**src/rtl/new_step1_if.sv**
```systemverilog
// new_step1_if: operand-read, write-back and ALU control bus of the execute-stage slice
interface new_step1_if;
  logic [3:0] rdAddr;
  logic [3:0] rs0Addr;
  logic [3:0] rs1Addr;
  logic writeEnable;
  logic [15:0] dataWrite;
  logic [15:0] immediate;
  logic [15:0] PC;
  logic ALUSrcA;
  logic ALUSrcB;
  logic [2:0] ALUOp;
  logic signed [15:0] A;
  logic signed [15:0] B;
  logic signed [15:0] ALUOut;
  modport master (
    output rdAddr, rs0Addr, rs1Addr, writeEnable, dataWrite, immediate, PC,
    output ALUSrcA, ALUSrcB, ALUOp,
    input A, B, ALUOut
  );
  modport slave (
    input rdAddr, rs0Addr, rs1Addr, writeEnable, dataWrite, immediate, PC,
    input ALUSrcA, ALUSrcB, ALUOp,
    output A, B, ALUOut
  );
endinterface

```
**src/rtl/new_step1.sv**
```systemverilog
// new_step1: register file, A/B operand registers and registered 16-bit ALU
module new_step1 #(
  parameter logic [15:0] INIT_R4 = 16'd5,
  parameter logic [15:0] INIT_R5 = 16'd2
) (
  input logic CLK,
  input logic reset,
  new_step1_if.slave bus
);
  logic [15:0] rf [16];
  logic [15:0] in1;
  logic [15:0] in2;
  logic [15:0] res;
  logic [3:0] sh;
  assign rf[0] = '0;
  // Register contents are not reset; only power-up values apply.
  for (genvar i = 1; i < 16; i++) begin : g_reg
    logic [15:0] q = i == 4 ? INIT_R4 : i == 5 ? INIT_R5 : 16'd0;
    always_ff @(posedge CLK)
      if (bus.writeEnable && bus.rdAddr == 4'(i)) q <= bus.dataWrite;
    assign rf[i] = q;
  end
  assign in1 = bus.ALUSrcA ? bus.A : bus.PC;
  assign in2 = bus.ALUSrcB ? bus.immediate : bus.B;
  assign sh = in2[3:0];
  always_comb begin
    res = bus.ALUOp == 3'd0 ? in1 + in2 :
          bus.ALUOp == 3'd1 ? in1 - in2 :
          bus.ALUOp == 3'd2 ? in1 & in2 :
          bus.ALUOp == 3'd3 ? in1 | in2 :
          bus.ALUOp == 3'd4 ? in1 ^ in2 :
          bus.ALUOp == 3'd5 ? in1 << sh :
          bus.ALUOp == 3'd6 ? in1 >> sh :
          16'($signed(in1) >>> sh);
  end
  always_ff @(posedge CLK or posedge reset)
    if (reset) begin
      bus.A <= '0;
      bus.B <= '0;
      bus.ALUOut <= '0;
    end else begin
      bus.A <= rf[bus.rs0Addr];
      bus.B <= rf[bus.rs1Addr];
      bus.ALUOut <= res;
    end
endmodule

```
**src/flat_wrapper.sv**
```systemverilog
// flat-port wrapper written by rule: the top's interface ports become plain ports
module new_step1_flat 
#(
  parameter logic [15:0] INIT_R4 = 16'd5,
  parameter logic [15:0] INIT_R5 = 16'd2
)
  (CLK, reset, bus_rdAddr, bus_rs0Addr, bus_rs1Addr, bus_writeEnable, bus_dataWrite, bus_immediate, bus_PC, bus_ALUSrcA, bus_ALUSrcB, bus_ALUOp, bus_A, bus_B, bus_ALUOut);
  new_step1_if bus_i ();
  input logic CLK;
  input logic reset;
  input wire logic [$bits(bus_i.rdAddr)-1:0] bus_rdAddr;
  input wire logic [$bits(bus_i.rs0Addr)-1:0] bus_rs0Addr;
  input wire logic [$bits(bus_i.rs1Addr)-1:0] bus_rs1Addr;
  input wire logic [$bits(bus_i.writeEnable)-1:0] bus_writeEnable;
  input wire logic [$bits(bus_i.dataWrite)-1:0] bus_dataWrite;
  input wire logic [$bits(bus_i.immediate)-1:0] bus_immediate;
  input wire logic [$bits(bus_i.PC)-1:0] bus_PC;
  input wire logic [$bits(bus_i.ALUSrcA)-1:0] bus_ALUSrcA;
  input wire logic [$bits(bus_i.ALUSrcB)-1:0] bus_ALUSrcB;
  input wire logic [$bits(bus_i.ALUOp)-1:0] bus_ALUOp;
  output wire logic [$bits(bus_i.A)-1:0] bus_A;
  output wire logic [$bits(bus_i.B)-1:0] bus_B;
  output wire logic [$bits(bus_i.ALUOut)-1:0] bus_ALUOut;
  assign bus_i.rdAddr = bus_rdAddr;
  assign bus_i.rs0Addr = bus_rs0Addr;
  assign bus_i.rs1Addr = bus_rs1Addr;
  assign bus_i.writeEnable = bus_writeEnable;
  assign bus_i.dataWrite = bus_dataWrite;
  assign bus_i.immediate = bus_immediate;
  assign bus_i.PC = bus_PC;
  assign bus_i.ALUSrcA = bus_ALUSrcA;
  assign bus_i.ALUSrcB = bus_ALUSrcB;
  assign bus_i.ALUOp = bus_ALUOp;
  assign bus_A = bus_i.A;
  assign bus_B = bus_i.B;
  assign bus_ALUOut = bus_i.ALUOut;
  new_step1 #(.INIT_R4(INIT_R4), .INIT_R5(INIT_R5)) u_core (.CLK(CLK), .reset(reset), .bus(bus_i));
endmodule
```
**config.mk**
```make
export PLATFORM = sky130hd
export DESIGN_NAME = new_step1_flat
export DESIGN_NICKNAME = d
export VERILOG_FILES = /design/src/rtl/new_step1_if.sv /design/src/rtl/new_step1.sv /design/src/flat_wrapper.sv
export SDC_FILE = /design/constraint.sdc
export NUM_CORES = 1
export LEC_CHECK = 0
export BUFFER_PORTS_ARGS = -buffer_cell sky130_fd_sc_hd__buf_2
export CORE_UTILIZATION = 40
export DETAILED_ROUTE_END_ITERATION = 16
export SLEW_MARGIN = 20
export SYNTH_ARGS = -nofsm -noshare
export SYNTH_HDL_FRONTEND = slang
export SYNTH_SLANG_ARGS = --single-unit
export TNS_END_PERCENT = 20
```
**constraint.sdc**
```tcl
create_clock -name CLK -period 5.4 [get_ports CLK]
set_input_delay 0.54 -clock CLK [delete_from_list [all_inputs] [get_ports CLK]]
set_output_delay 0.54 -clock CLK [all_outputs]
set_load 0.005 [all_outputs]
```
# Word level (Yosys, flattened, before mapping)
# Cells that the tools add are included.
[classes] n_addsub=2 mul=0 div=0 order_cmp=2 n_eq_ne=21 shift=3 muxes=15 bitwise=5 n_reduce_logical=16
[ops] op="$mux W16" count=13
[ops] op="$bmux W16 S4" count=2
[ops] op="$eq A4 B4 Y1 const B" count=8
[ops] op="$add A16 B16 Y16" count=1
[ops] op="$and A16 B16 Y16" count=1
[ops] op="$eq A4 B3 Y1 const B" count=4
[ops] op="$or A16 B16 Y16" count=1
[ops] op="$shl A16 B4 Y16" count=1
[ops] op="$shr A16 B4 Y16" count=1
[ops] op="$sshr A16 B4 Y16" count=1
[ops] op="$sub A16 B16 Y16" count=1
[ops] op="$xor A16 B16 Y16" count=1
[ops] op="$logic_and A1 B1 Y1" count=15
[ops] op="$ge A5 B5 Y1 const B" count=2
[ops] op="$not A4 Y5" count=2
[ops] op="$eq A3 B3 Y1 const B" count=3
[ops] op="$eq A4 B2 Y1 const B" count=2
[ops] op="$eq A3 B2 Y1 const B" count=2
[ops] op="$eq A4 B1 Y1 const B" count=1
[ops] op="$eq A3 B1 Y1 const B" count=1
[ops] op="$logic_not A3 Y1" count=1
[totals] regBits=288 latch_bits=0 ramBits=0 rom_bits=0 out_inout_bits=48 mem_count=0

# Logic depth before layout (Yosys ltp)
[logic_depth] depth_word=9 mapped_depth=16 depth_no_buf=13

# Worst setup path before layout
# Ideal clock, no wire load.
[synth_path] path_type="input-to-reg" start="input port bus_ALUSrcB" end="register u_core.bus.ALUOut[15]" arrival_ps=3628 t_required_ps=5331 path_slack_ps=1703 stages=13 n_path_buf=4 cell_sequence="buf_6 > mux2i_4 > clkbuf_1 > buf_1 > ha_1 > clkbuf_1 > a221oi_1 > o2111a_1 > o21ai_1 > a2111oi_0 > or4_1 > a211o_1 > nand3_1"
[synth_via] elab_chain_len=9 elab_cells_between_ends=16 cone_classes="2 x add/sub; 3 x shift; 8 x mux; 3 x bitwise"
[synth_lines] element="from (decl)" line_no="flat_wrapper.sv:19" text="input wire logic [$bits(bus_i.ALUSrcB)-1:0] bus_ALUSrcB;"
[synth_lines] element="$mux W16 (*)" line_no="new_step1.sv:24" text="assign in2 = bus.ALUSrcB ? bus.immediate : bus.B;"
[synth_lines] element="$sshr A16 B4 Y16 or $shr A16 B4 Y16 (tied branches)" line_no="new_step1.sv:34, new_step1.sv:33"
[synth_lines] element="$mux W16" line_no="new_step1.sv:33" text="bus.ALUOp == 3'd6 ? in1 >> sh :"
[synth_lines] element="$mux W16" line_no="new_step1.sv:32" text="bus.ALUOp == 3'd5 ? in1 << sh :"
[synth_lines] element="$mux W16" line_no="new_step1.sv:31" text="bus.ALUOp == 3'd4 ? in1 ^ in2 :"
[synth_lines] element="$mux W16" line_no="new_step1.sv:30" text="bus.ALUOp == 3'd3 ? in1 | in2 :"
[synth_lines] element="$mux W16" line_no="new_step1.sv:29" text="bus.ALUOp == 3'd2 ? in1 & in2 :"
[synth_lines] element="$mux W16" line_no="new_step1.sv:28" text="bus.ALUOp == 3'd1 ? in1 - in2 :"
[synth_lines] element="$mux W16 (*)" line_no="new_step1.sv:27" text="res = bus.ALUOp == 3'd0 ? in1 + in2 :"
[synth_lines] element="net u_core.res[15]" line_no="new_step1.sv:13" text="logic [15:0] res;"
[synth_lines] element="to (signal assigned)" line_no="new_step1.sv:44" text="bus.ALUOut <= res;"
[synth_lines] element="to (decl)" line_no="new_step1_if.sv:24" text="output A, B, ALUOut"
# The timed path passes the listed nets; every way through them passes the cells marked *.
# A chain may end at the register's enable or synchronous reset.

# Worst setup path after layout
[layout_path] start="input port bus_ALUSrcA" end="register u_core.bus.ALUOut[12]"
[layout_via] elab_chain_len=9 elab_cells_between_ends=16 cone_classes="2 x add/sub; 3 x shift; 8 x mux; 3 x bitwise"
[layout_lines] element="from (decl)" line_no="flat_wrapper.sv:18" text="input wire logic [$bits(bus_i.ALUSrcA)-1:0] bus_ALUSrcA;"
[layout_lines] element="$mux W16 (*)" line_no="new_step1.sv:23" text="assign in1 = bus.ALUSrcA ? bus.A : bus.PC;"
[layout_lines] element="$sshr A16 B4 Y16 or $shr A16 B4 Y16 (tied branches)" line_no="new_step1.sv:34, new_step1.sv:33"
[layout_lines] element="$mux W16" line_no="new_step1.sv:33"
[layout_lines] element="$mux W16" line_no="new_step1.sv:32"
[layout_lines] element="$mux W16" line_no="new_step1.sv:31"
[layout_lines] element="$mux W16" line_no="new_step1.sv:30"
[layout_lines] element="$mux W16" line_no="new_step1.sv:29"
[layout_lines] element="$mux W16" line_no="new_step1.sv:28"
[layout_lines] element="$mux W16 (*)" line_no="new_step1.sv:27"
[layout_lines] element="net u_core.res[12]" line_no="new_step1.sv:13"
# Marked as above.

==> flow_metrics.py <==
metrics = {
    "final_layout": {
        "fin_area_mm2": 0.0189,
        "drive_above_1_share_pct": 32.3,
        "area_delta_synth_final_pct": 13.7,
        "fill_cells": 3659,
        "nets": 1396,
    },
    "floorplan": {
        "die_h_um": 206,
        "core_area_mm2": 0.0409,
        "rows": 74,
        "initial_core_util_pct": 40.6,
        "die_x_um": 206,
        "die_area_mm2": 0.0424,
        "pin_count": 116,
    },
    "yosys": {
        "ys_seq_area_share_pct": 50.6,
        "synth_fp_nets": 1301,
        "netlist_area_mm2": 0.0166,
        "synth_seq_cells": 288,
        "yosysUniqueCellTypes": 78,
        "ys.flop_type": "edfxtp_1",
        "synth_edf_count": 240,
        "async_flop_share_pct": 16.7,
        "synth_cells": 1183,
        "ys_warn_count": 0,
        "syn_area_per_cell_um2": 14.0,
    },
    "pwr": {
        "p_comb_share_pct": 20.8,
        "p_int_mw": 4.43,
        "p_leak_nw": 6.87,
        "p_sw_share_pct": 28.2,
        "seqPwrFrac_pct": 41.5,
        "power.switching_mw": 1.74,
        "ir_drop_mv": 0.250,
        "power_frac_clock_pct": 37.7,
        "powerDensity_mw_per_mm2": 327,
    },
    "critical_path": {
        "cpMostUsedCell": "o21ai_0",
        "worstPathCellList": "buf_2, mux2i_1, ha_1, inv_1, fa_1, nor2b_1, o21ai_0, nand4b_1, a41oi_1, o41ai_1, a211oi_1, o21ai_0, o21ai_1",
        "max_stage_delay_ns": 0.57,
        "worstPathRequired_ns": 5.86,
        "cp_max_fo": 16,
        "end_kind": "flip-flop",
        "crit_path_start_kind": "primary input",
        "cp_slowest_cell": "buf_2",
        "critical_path_class": "primary input to flip-flop",
        "worst_ep_arrival_time_ns": 4.10,
    },
    "drt": {
        "dr.pass1.iters": 5,
        "viasPerCell": 6.10,
        "totalWireLength_um": 48300,
        "first_iter_violations": 1117,
        "wire_per_inst_um": 26.4,
        "vias": 11200,
        "post-route-drc-count": 0,
        "drtAntennaViolNets": 0,
    },
    "sta": {
        "timing.fmax_mhz": 275,
        "post-route-min-period_ns": 3.64,
        "tightest_slew_ns": 1.02,
        "skew_ns": 0.0138,
        "maxSlewHeadroom_pct": 31.6,
        "rsz0062_at_grt": "no",
        "hold_viol_final": 0,
        "drv_slew": 0,
        "period_share_pct": 67.4,
        "setup_tns_ns": 0,
        "setup_violations": 0,
    },
    "global_route": {
        "overflow": 0,
        "grt_pass1_wl_um": 71900,
        "grt_start_max_net_pins": 49,
        "grt_pass1_vias": 11100,
        "antenna_found_initial": 2,
        "grt_usage_pct": 23.3,
    },
    "clock_tree": {
        "cts_tree": "yes",
        "root_buffer": "clkbuf_16",
        "post_cts_buffers": 0,
        "htreeDepth": 2,
        "cts_hold_buf": 0,
        "path_clk_slew_ns": 0.06,
        "clk_path_buf_depth": 3,
        "clkSinkCount": 288,
        "clock_latency_ns": 0.53,
        "cts-resized-gates": 0,
        "cts_buffers": 34,
    },
    "place": {
        "post_dp_cell_area_mm2": 0.0178,
        "io_buffers": 115,
        "routabilityCongestion": 0.916,
        "dp_hpwl_um": 32500,
    },
    "run": {
        "drv_cap": 0,
    },
    "outcome": {
        "status": "completed",
    },
    "min_path": {
        "hp-class": "primary input to asynchronous set/reset pin",
    },
}
[flip-flops by register name (all words and copies together) (netlist names)]
name / cells
u_core.bus.A: 16
u_core.bus.ALUOut: 16
u_core.bus.B: 16
u_core.g.q: 240
[placed cells by master, fill, tap and decap left out, drive strengths merged, types with 37 or more instances in the layout]
master,synthesis,layout
a21oi,52,52
buf,32,148
clkbuf,57,37
dfrtp,48,48
edfxtp,240,240
ha,48,48
inv,45,47
mux2i,73,73
mux4,129,129
nand2,57,57
nor2,78,78
o21ai,37,37
[layer usage]
| metal | vias to the layer above | wire (µm) | GRT usage [%] |
|---|---|---|---|
| met5 | - | 13 | 0 |
| met4 | 2 | 1130 | 6.36 |
| met3 | 91 | 3260 | 3.22 |
| met2 | 513 | 24400 | 39.4 |
| met1 | 5676 | 19500 | 31.5 |
| li1 | 4886 | - | - |
[cells by family (layout without fill, tap and decap cells)]
| kind of cell | Yosys count | in the layout | synth area share (%) |
|---|---|---|---|
| DFF | 288 | 288 | 50.6 |
| muxes | 236 | 236 | 25.1 |
| and+or+nand+nor | 232 | 232 | 6.63 |
| AOI/OAI and AO/OA | 228 | 228 | 9.64 |
| buffers and inverters | 134 | 250 | 3.37 |
| adders and majority gates | 50 | 50 | 3.86 |
| xor gates and xnor gates | 15 | 15 | 0.791 |
| other | 0 | 1 | 0 |
[area by class of cell]
class                           instances  area, µm²  share of cell area, %
Timing Repair Buffer                  148        828                   4.38
Sequential cell                       288       8410                   44.5
Tap cell                              532        666                   3.52
Antenna cell                            1       2.50                 0.0132
Clock buffer                           37        862                   4.56
Multi-Input combinational cell        761       7690                   40.7
Inverter                               45        173                  0.914
Clock inverter                         20        256                   1.36
[worst max-delay path, delay by kind of cell]
kind	cells	cell delay (ns)
compound gates	6	1.34
fa+ha+maj	2	0.70
buf+inv	2	0.63
simple gates	2	0.37
mux	1	0.48
[power groups by stage]
stage / clock (mW) / sequential [mW] / combinational, mW
after floorplan: 0 / 2.60 / 0.865
after global placement: 0 / 2.61 / 1.27
after detailed placement: 0 / 2.61 / 1.28
after CTS: 2.38 / 2.56 / 1.28
after global routing: 2.45 / 2.57 / 1.39
final: 2.33 / 2.56 / 1.29
[per-stage QoR]
stage / cells / total power, mW / setup WS [ns] / hold WS (ns) / utilization (%)
floorplan: 1183 / 3.46 / 1.70 / 0.639 / -
global placement: 1774 / 3.88 / 1.28 / 0.699 / 43.4
detailed placement: 1774 / 3.88 / 1.22 / 0.706 / 43.4
CTS: 1831 / 6.22 / 1.79 / 0.301 / 46.1
global route: 1831 / 6.42 / 1.42 / 0.223 / 46.2
finish: 1832 / 6.17 / 1.76 / 0.162 / 46.2
[path summary, 6_finish.rpt]
| check | from | to | slack, ns | cells after the start |
|---|---|---|---|---|
| worst min register to register | u_core.g_reg[2].q[6] | u_core.bus.A[6] | 0.71 | 2 |
| worst min-delay path | reset | u_core.bus.B[9] | 0.16 | 2 |
| min in group CLK | bus_dataWrite[8] | u_core.g_reg[1].q[8] | 0.37 | 1 |
| worst max register to register | u_core.bus.B[1] | u_core.bus.ALUOut[11] | 1.97 | 12 |
| worst max-delay path | bus_ALUSrcA | u_core.bus.ALUOut[12] | 1.76 | 13 |
| max in group asynchronous | reset | u_core.bus.A[1] | 4.72 | 2 |
[cell usage after synthesis (all sizes together) (31+ instances only)]
| master | number | share of area, % |
|---|---|---|
| edfxtp | 240 | 43 |
| mux4 | 129 | 17 |
| nor2 | 78 | 1.8 |
| mux2i | 73 | 5.3 |
| clkbuf | 57 | 1.3 |
| nand2 | 57 | 1.3 |
| a21oi | 52 | 1.7 |
| dfrtp | 48 | 7.2 |
| ha | 48 | 3.6 |
| inv | 45 | 1.0 |
| o21ai | 37 | 1.1 |
| mux2 | 34 | 2.3 |
| buf | 32 | 1.1 |
| a22o | 31 | 1.6 |
No activity file was read; power rests on OpenSTA's default activity.
